File: src/rtl/dmd_serial_tx_if.sv
// Byte handshake between frame-composition logic (master) and the DMD serial
// transmitter (slave). A byte is transferred on a cycle with tx_valid && tx_ready.
interface dmd_serial_tx_if;
  logic [7:0] tx_data;
  logic       tx_reg;
  logic       tx_last;
  logic       tx_valid;
  logic       tx_ready;

  modport master (
    output tx_data,
    output tx_reg,
    output tx_last,
    output tx_valid,
    input  tx_ready
  );

  modport slave (
    input  tx_data,
    input  tx_reg,
    input  tx_last,
    input  tx_valid,
    output tx_ready
  );
endinterface

File: src/rtl/dmd_serial_tx.sv
// Transmit end of the DMD serial link. Serialises pixel/settings bytes MSB
// first onto dot_clock/dot_data/dot_reg and issues the end-of-frame latch
// that swaps the receiver's double buffer.
// Build option: define DMD_TX_AUTOLATCH_EN to latch automatically once
// FRAME_BYTES pixel bytes have been sent since the previous latch.
module dmd_serial_tx #(
  parameter int unsigned CLK_HALF    = 8,
  parameter int unsigned LATCH_GAP   = 16,
  parameter int unsigned FRAME_BYTES = 8192
) (
  input  logic                  clock_50,
  input  logic                  reset,
  dmd_serial_tx_if.slave        tx,
  input  logic                  latch_req,
  output logic                  dot_clock,
  output logic                  dot_data,
  output logic [2:0]            dot_reg,
  output logic                  dot_latch,
  output logic                  dot_enable,
  output logic [13:0]           pixel_count,
  output logic                  busy
);

`ifdef DMD_TX_AUTOLATCH_EN
  localparam bit AutoLatch = 1'b1;
`else
  localparam bit AutoLatch = 1'b0;
`endif

  localparam logic [15:0] HalfLast  = 16'(CLK_HALF - 1);
  localparam logic [15:0] GapLast   = 16'(LATCH_GAP - 1);
  localparam logic [14:0] FrameSize = 15'(FRAME_BYTES);

  typedef enum logic [2:0] {
    StIdle,
    StBitLo,
    StBitHi,
    StLatchSetup,
    StLatchHi,
    StLatchLo,
    StGap
  } state_e;

  state_e      state_q;
  logic [15:0] cnt_q;
  logic [7:0]  shift_q;
  logic [2:0]  bit_idx_q;
  logic        last_q;

  logic        half_done;
  logic        gap_done;
  logic [14:0] pix_next;
  logic        frame_full;

  // Phase/gap timers and the frame-boundary test for the byte just finishing.
  always_comb begin
    half_done  = (cnt_q == HalfLast);
    gap_done   = (cnt_q == GapLast);
    pix_next   = {1'b0, pixel_count} + 15'd1;
    frame_full = AutoLatch && (pix_next == FrameSize);
  end

  // Transmit FSM; every output is registered and changes on state transitions.
  always_ff @(posedge clock_50) begin
    if (reset) begin
      // Leaving reset runs a full latch sequence to realign the receiver.
      state_q     <= StLatchSetup;
      cnt_q       <= '0;
      shift_q     <= '0;
      bit_idx_q   <= '0;
      last_q      <= 1'b0;
      dot_clock   <= 1'b0;
      dot_data    <= 1'b0;
      dot_reg     <= '0;
      dot_latch   <= 1'b0;
      dot_enable  <= 1'b0;
      tx.tx_ready <= 1'b0;
      pixel_count <= '0;
      busy        <= 1'b1;
    end else begin
      dot_enable <= 1'b1;
      unique case (state_q)
        StIdle: begin
          cnt_q <= '0;
          if (tx.tx_valid && tx.tx_ready) begin
            // A byte wins over a same-cycle latch_req.
            shift_q     <= tx.tx_data;
            last_q      <= tx.tx_last;
            bit_idx_q   <= 3'd7;
            dot_data    <= tx.tx_data[7];
            dot_reg     <= {2'b00, tx.tx_reg};
            dot_clock   <= 1'b0;
            tx.tx_ready <= 1'b0;
            busy        <= 1'b1;
            state_q     <= StBitLo;
          end else if (latch_req) begin
            dot_latch   <= 1'b1;
            dot_data    <= 1'b0;
            dot_reg     <= '0;
            tx.tx_ready <= 1'b0;
            busy        <= 1'b1;
            state_q     <= StLatchSetup;
          end
        end
        StBitLo: begin
          if (half_done) begin
            cnt_q     <= '0;
            dot_clock <= 1'b1;
            state_q   <= StBitHi;
          end else begin
            cnt_q <= cnt_q + 16'd1;
          end
        end
        StBitHi: begin
          if (half_done) begin
            cnt_q     <= '0;
            dot_clock <= 1'b0;
            if (bit_idx_q != 3'd0) begin
              shift_q   <= {shift_q[6:0], 1'b0};
              dot_data  <= shift_q[6];
              bit_idx_q <= bit_idx_q - 3'd1;
              state_q   <= StBitLo;
            end else begin
              if (!dot_reg[0]) begin
                pixel_count <= pix_next[13:0];
              end
              if (last_q || (!dot_reg[0] && frame_full)) begin
                dot_latch <= 1'b1;
                dot_data  <= 1'b0;
                dot_reg   <= '0;
                state_q   <= StLatchSetup;
              end else begin
                tx.tx_ready <= 1'b1;
                busy        <= 1'b0;
                state_q     <= StIdle;
              end
            end
          end else begin
            cnt_q <= cnt_q + 16'd1;
          end
        end
        StLatchSetup: begin
          // Also raises dot_latch when this state is entered straight from reset.
          dot_latch <= 1'b1;
          if (half_done) begin
            cnt_q     <= '0;
            dot_clock <= 1'b1;
            state_q   <= StLatchHi;
          end else begin
            cnt_q <= cnt_q + 16'd1;
          end
        end
        StLatchHi: begin
          if (half_done) begin
            cnt_q     <= '0;
            dot_clock <= 1'b0;
            state_q   <= StLatchLo;
          end else begin
            cnt_q <= cnt_q + 16'd1;
          end
        end
        StLatchLo: begin
          if (half_done) begin
            cnt_q       <= '0;
            dot_latch   <= 1'b0;
            pixel_count <= '0;
            state_q     <= StGap;
          end else begin
            cnt_q <= cnt_q + 16'd1;
          end
        end
        StGap: begin
          if (gap_done) begin
            cnt_q       <= '0;
            tx.tx_ready <= 1'b1;
            busy        <= 1'b0;
            state_q     <= StIdle;
          end else begin
            cnt_q <= cnt_q + 16'd1;
          end
        end
        default: begin
          cnt_q   <= '0;
          state_q <= StIdle;
        end
      endcase
    end
  end

endmodule

File: src/flat_wrapper.sv
// flat-port wrapper written by rule: the top's interface ports become plain ports
module dmd_serial_tx_flat 
#(
  parameter int unsigned CLK_HALF    = 8,
  parameter int unsigned LATCH_GAP   = 16,
  parameter int unsigned FRAME_BYTES = 8192
)
  (clock_50, reset, latch_req, dot_clock, dot_data, dot_reg, dot_latch, dot_enable, pixel_count, busy, tx_tx_data, tx_tx_reg, tx_tx_last, tx_tx_valid, tx_tx_ready);
  dmd_serial_tx_if tx_i ();
  input  logic clock_50;
  input  logic reset;
  input  logic latch_req;
  output logic dot_clock;
  output logic dot_data;
  output logic [2:0] dot_reg;
  output logic dot_latch;
  output logic dot_enable;
  output logic [13:0] pixel_count;
  output logic busy;
  input wire logic [$bits(tx_i.tx_data)-1:0] tx_tx_data;
  input wire logic [$bits(tx_i.tx_reg)-1:0] tx_tx_reg;
  input wire logic [$bits(tx_i.tx_last)-1:0] tx_tx_last;
  input wire logic [$bits(tx_i.tx_valid)-1:0] tx_tx_valid;
  output wire logic [$bits(tx_i.tx_ready)-1:0] tx_tx_ready;
  assign tx_i.tx_data = tx_tx_data;
  assign tx_i.tx_reg = tx_tx_reg;
  assign tx_i.tx_last = tx_tx_last;
  assign tx_i.tx_valid = tx_tx_valid;
  assign tx_tx_ready = tx_i.tx_ready;
  dmd_serial_tx #(.CLK_HALF(CLK_HALF), .LATCH_GAP(LATCH_GAP), .FRAME_BYTES(FRAME_BYTES)) u_core (.clock_50(clock_50), .reset(reset), .tx(tx_i), .latch_req(latch_req), .dot_clock(dot_clock), .dot_data(dot_data), .dot_reg(dot_reg), .dot_latch(dot_latch), .dot_enable(dot_enable), .pixel_count(pixel_count), .busy(busy));
endmodule
File: config.mk
export PLATFORM = sky130hd
export DESIGN_NAME = dmd_serial_tx_flat
export DESIGN_NICKNAME = d
export VERILOG_FILES = /design/src/rtl/dmd_serial_tx_if.sv /design/src/rtl/dmd_serial_tx.sv /design/src/flat_wrapper.sv
export SDC_FILE = /design/constraint.sdc
export NUM_CORES = 1
export LEC_CHECK = 0
export CAP_MARGIN = 10
export CORE_UTILIZATION = 48
export CTS_CLUSTER_SIZE = 16
export DETAILED_ROUTE_END_ITERATION = 6
export HOLD_SLACK_MARGIN = 0.1
export PLACE_DENSITY = 0.8
export SYNTH_ARGS = -nofsm -noshare
export SYNTH_HDL_FRONTEND = slang
export SYNTH_SLANG_ARGS = --single-unit
File: constraint.sdc
create_clock -name clock_50 -period 3.55 [get_ports clock_50]
set_clock_uncertainty 0.1 [all_clocks]
set_input_delay 0.71 -clock clock_50 [delete_from_list [all_inputs] [get_ports clock_50]]
set_output_delay 0.71 -clock clock_50 [all_outputs]
set_load 0.02 [all_outputs]
# Yosys cells after proc, flatten, opt, wreduce, memory -nomap -nowiden
# Cells that the tools add are included.
# word_totals
register_bits	53
word_cells	124
inputBits	14
out_inout_bits	23
# classes
n_reduce_logical	20
addsub	3
mux	62
n_eq_ne	26
# ops
op	count
$mux W14	4
$mux W3	17
$mux W16	2
$pmux W16 S2	1
$pmux W14 S2	1
$mux W1	24
$ne A2 B1 Y1 const B	11
$mux W7	3
$pmux W3 S7	1
$add A16 B1 Y16 const B	1
$eq A16 B3 Y1 const B	1
$eq A16 B4 Y1 const B	1
$add A14 B1 Y14 const B	1
$pmux W7 S2	1
$reduce_and A7 Y1	2
$pmux W3 S2	2
$reduce_and A4 Y1	3
$ne A2 B2 Y1 const B	5
$reduce_and A5 Y1	2
$eq A3 B3 Y1 const B	3
$pmux W1 S3	3
$reduce_bool A3 Y1	3
$eq A3 B2 Y1 const B	2
$reduce_and A6 Y1	1
other kinds (14)	16

# Logic depth before layout (Yosys ltp)
# depth
word_depth	5
depth_mapped	8
mapped_depth_nobuf	7

# Worst setup path before layout
# Ideal clock, no wire load.
# synth_timing
path_type	reg2reg
start	register u_core.cnt_q[13]
end	register u_core.pixel_count[7]
slack_ps	1047
arrival_time_ps	2328
path_stages_with_launch	7
required_ps	3375
n_path_buf	1
period_less_slack_ps	2503
setup_ps	75
cell_sequence	dfxtp_1 > or4_4 > or4_4 > buf_6 > nand2b_4 > or4b_1 > o22ai_1
# synth_via
elab_chain_len	3
word_cells_on_any_way	4
cone_classes	eq/ne: 3; reduce/logical: 1
# synth_rtl
element	line_no	rtl
start: declaration	dmd_serial_tx.sv:45	logic [15:0] cnt_q;
start signal: assignment	dmd_serial_tx.sv:111	cnt_q <= cnt_q + 16'd1;
start signal: assignment	dmd_serial_tx.sv:139	cnt_q <= cnt_q + 16'd1;
start signal: assignment	dmd_serial_tx.sv:150	cnt_q <= cnt_q + 16'd1;
$eq A16 B3 Y1 (*)	dmd_serial_tx.sv:57	half_done = (cnt_q == HalfLast);
$ne A2 B1 Y1 (no line)	-	
$reduce_and A5 Y1 (no line) (*)	-	
end signal: assignment	dmd_serial_tx.sv:125	pixel_count <= pix_next[13:0];
end: declaration	dmd_serial_tx.sv:20	output logic [13:0] pixel_count,
# Mark *: on every way between the ends. The rest lies on a longest branch, timed or not.
# A chain may end at the register's enable or synchronous reset.

# Worst setup path after layout
# layout_timing
start	register u_core.state_q[1]
end	register u_core.pixel_count[7]
# layout_via
elab_chain_len	3
word_cells_on_any_way	9
cone_classes	eq/ne: 6; mux: 1; reduce/logical: 2
# layout_rtl
element	line_no	rtl
start: declaration	dmd_serial_tx.sv:44	state_e state_q;
start signal: assignment	dmd_serial_tx.sv:67	state_q <= StLatchSetup;
start signal: assignment	dmd_serial_tx.sv:95	state_q <= StBitLo;
start signal: assignment	dmd_serial_tx.sv:102	state_q <= StLatchSetup;
$eq A3 B2 Y1 / $eq A3 B3 Y1 (equally long branches)	dmd_serial_tx.sv:82	unique case (state_q)
$ne A2 B2 Y1 (no line) (tied with other cells)	-	
$reduce_and A5 Y1 (no line)	-	
# Several ways; a longest one is shown, not always the timed one.

==> results by group <==
Global routing
  – M2 GR Usage: 0.356
  – First-pass GRT wire length: 9070 µm
  – Met1 Use GR: 0.271
  – Initial antenna violation count: 0
  – Vias in the first global route: 2074
  – Total grt overflow: 0
  – Overall Global Routing Usage: 0.210
  – GRT Max-Usage Layer: met2
  – Largest net degree at the start of global routing: 23
  – GRT met3 Usage: 0.0474

Place
  – Post-DP HPWL: 3820 µm
  – RePlAce Congestion: 0.839
  – Dpl cell area: 0.00290 mm²
  – Port Buffers: 34

Critical path
  – Crit Reg-Reg Startpoint: u_core.state_q[1]$_SDFFE_PP1P_
  – CP Max Fanout: 19
  – End of the critical path: u_core.pixel_count[7]$_SDFFE_PP0P_
  – CP max stage delay: 0.66 ns
  – Critical Path AT: 2.85 ns
  – Worst EP required: 3.67 ns
  – Element type at the critical path end: flop
  – RR Endpoint: u_core.pixel_count[7]$_SDFFE_PP0P_
  – CP Cell Sequence: or3b_2 -> o31ai_1 -> nand2b_4 -> or4b_1 -> o22ai_1
  – Reg2Reg Depth: 5
  – Worst R2R Setup Slack: 0.81 ns
  – CP top delay family: simple AND/OR/NAND/NOR gates
  – Crit path from: u_core.state_q[1]$_SDFFE_PP1P_
  – Buffers & Inverters on Critical Path: 0
  – Critical path class: flop to flop
  – WP depth: 5
  – CP startpoint kind: flop
  – Slowest-stage cell, CP: or3b_2

Finish
  – Final core occ: 0.609
  – Final instance area: 0.00297 mm²
  – Area growth from synthesis to layout: 18.1%
  – Top Registers: u_core.cnt_q x16, u_core.pixel_count x14, u_core.shift_q x7
  – Max FFs per register: 16
  – Share of layout cells above drive strength 1: 0.0507
  – Reg with most FFs: u_core.cnt_q
  – Fin nets: 354
  – Ant. Diodes: 0

Route
  – Detailed-route DRC error count: 0
  – DRT antenna net count: 0
  – Avg WL per Cell: 13.2 µm
  – First-pass DRT Iterations: 4
  – Vias: 2229
  – Drt initial violations: 133
  – Detailed-route vias per instance: 5.54
  – Final WL: 5330 µm

Clocking
  – H-tree depth: 2
  – CTS buffer count: 5
  – Hold-fix buffers, CTS: 0
  – Clock root cell: clkbuf_8
  – CTS sink count: 51
  – Post-CTS Setup Bufs: 0
  – Post-cts resize count: 0
  – Longest Clk Path Bufs: 2
  – Reg clk slew, reported paths: 0.08 ns
  – CTS tree: yes
  – Clk_lat worst skew: 0.29 ns

Logic synthesis
  – Post-Synth Adder-Cell Area: 0.0199
  – Post-Syn Area per Cell: 8.20 µm²
  – #FFs+latches synth: 51
  – Largest family of logic cells by synthesized area: simple AND/OR/NAND/NOR gates
  – Mux cell area share after synthesis: 0.0119
  – Cell count after synthesis: 307
  – EDFF count, synth: 0
  – Yosys warnings: 0
  – Synthesized area: 0.00252 mm²
  – Post-synthesis compound-gate area fraction: 0.141
  – Seq/Total Area, Yosys: 0.405
  – Async set-reset flop share out of synthesis: 0
  – Predominant post-synthesis flop cell: dfxtp_1
  – Area share of and/or/nand/nor cells after synthesis: 0.291
  – XOR/XNOR Fraction of Synth Area: 0.0869
  – Yosys cell types: 47

Timing
  – Hold slack: 0.349 ns
  – Final TNS setup: 0 ns
  – Relative slew slack: 0.662
  – Min cycle time layout: 2.74 ns
  – Period utilization: 0.770
  – Endpoints failing setup: 0
  – Final Hold Fails: 0
  – Fmax: 366 MHz
  – Final Max Tran Viols: 0
  – RSZ-0062 raised after global routing: false
  – Worst slew pin tran: 0.504 ns

Floorplanning
  – Die span in x: 74.4 µm
  – Die Y: 74.4 µm
  – Die area: 0.00554 mm²
  – Core Rows: 25
  – Number of placed I/O pins: 37
  – Core ar.: 0.00488 mm²
  – Initial Util: 0.516

Flow run
  – Max capacitance violation total: 0

Status
  – Status: finished, final reports clean

Power and ir drop
  – PwrDens: 313 mW/mm²
  – VDD IR max: 283 µV
  – Leakage power: 1.08 nW
  – Pwr Total: 0.932 mW

Min path
  – Worst min path class: flop to flop
-- final cells by class --
cell class | instances | area (µm²)
well taps | 67 | 83.8
clock buffers | 6 | 72.6
inverters | 7 | 26.3
repair buffers | 38 | 370
fillers | 469 | 1910
flip-flops and latches | 51 | 1020
multi-input cells | 233 | 1400
-- layout by cell type, fill, tap and decap left out, types with 10 or more instances in the layout --
master           netlist  routed
dfxtp_1               51      51
clkdlybuf4s50_1        0      34
nand2_1               30      30
a21oi_1               21      21
and3_1                10      10
nor2_1                42      42
o21ai_0               10      10
nand3_1               13      13
xor2_1                16      16
nand4_1               12      12
-- where the power goes --
group	switching, mW	internal, mW
clock	0.168	0.132
combinational	0.0270	0.0241
sequential	0.00463	0.577
total	0.200	0.732
-- through the flow --
step,instances,setup slack [ns]
after floorplan,308,1.05
after global placement,396,0.890
after detailed placement,396,0.818
after CTS,402,0.799
after global routing,402,0.614
final,402,0.815
-- how the worst min path moves through the flow --
| stage | from | to | slack [ns] | cells past startpoint |
|---|---|---|---|---|
| 2_1_floorplan | u_core.cnt_q[0]$_SDFF_PP0_ | u_core.cnt_q[0]$_SDFF_PP0_ | 0.32 | 1 |
| 3_3_place_gp | u_core.cnt_q[0]$_SDFF_PP0_ | u_core.cnt_q[0]$_SDFF_PP0_ | 0.33 | 1 |
| 3_5_place_dp | u_core.cnt_q[0]$_SDFF_PP0_ | u_core.cnt_q[0]$_SDFF_PP0_ | 0.34 | 1 |
| 4_1_cts | u_core.cnt_q[0]$_SDFF_PP0_ | u_core.cnt_q[0]$_SDFF_PP0_ | 0.35 | 1 |
| 5_1_grt | u_core.cnt_q[0]$_SDFF_PP0_ | u_core.cnt_q[0]$_SDFF_PP0_ | 0.38 | 1 |
| 6_report | u_core.cnt_q[0]$_SDFF_PP0_ | u_core.cnt_q[0]$_SDFF_PP0_ | 0.35 | 1 |
-- Yosys cell counts (2+ instances only) --
library cell | instances | area share
and2_1 | 4 | 0.0099
a311oi_1 | 9 | 0.031
or4_4 | 3 | 0.013
nor2_1 | 42 | 0.063
clkbuf_1 | 12 | 0.018
buf_2 | 2 | 0.0040
nand4b_1 | 2 | 0.0070
mux2i_1 | 3 | 0.012
nor4_1 | 2 | 0.0050
a31oi_1 | 3 | 0.0075
dfxtp_1 | 51 | 0.41
xor2_1 | 16 | 0.056
nand4_1 | 12 | 0.030
a211oi_1 | 2 | 0.0060
inv_1 | 7 | 0.010
ha_1 | 4 | 0.020
nor2b_1 | 2 | 0.0050
nand2b_1 | 4 | 0.0099
o21ai_0 | 10 | 0.020
buf_4 | 2 | 0.0060
and3_1 | 10 | 0.025
nand2_1 | 30 | 0.045
o31ai_1 | 2 | 0.0060
xnor2_1 | 9 | 0.031
nor3_1 | 5 | 0.0099
nand3b_1 | 2 | 0.0060
nand3_1 | 13 | 0.026
or3_1 | 5 | 0.012
a21oi_1 | 21 | 0.042
-- per-layer routing --
metal / part of all wire / up-vias
met5: 0 / -
met4: 0.0083 / 0
met3: 0.039 / 5
met2: 0.47 / 41
met1: 0.48 / 1050
li1: - / 1133
-- logic make-up after synthesis --
logic type,Yosys count
xor+xnor,25
flops,51
simple gates,143
other cells,1
fa+ha+maj,4
compound gates,56
buf+inv,24
mux,3
No activity file was read; power rests on OpenSTA's default activity.
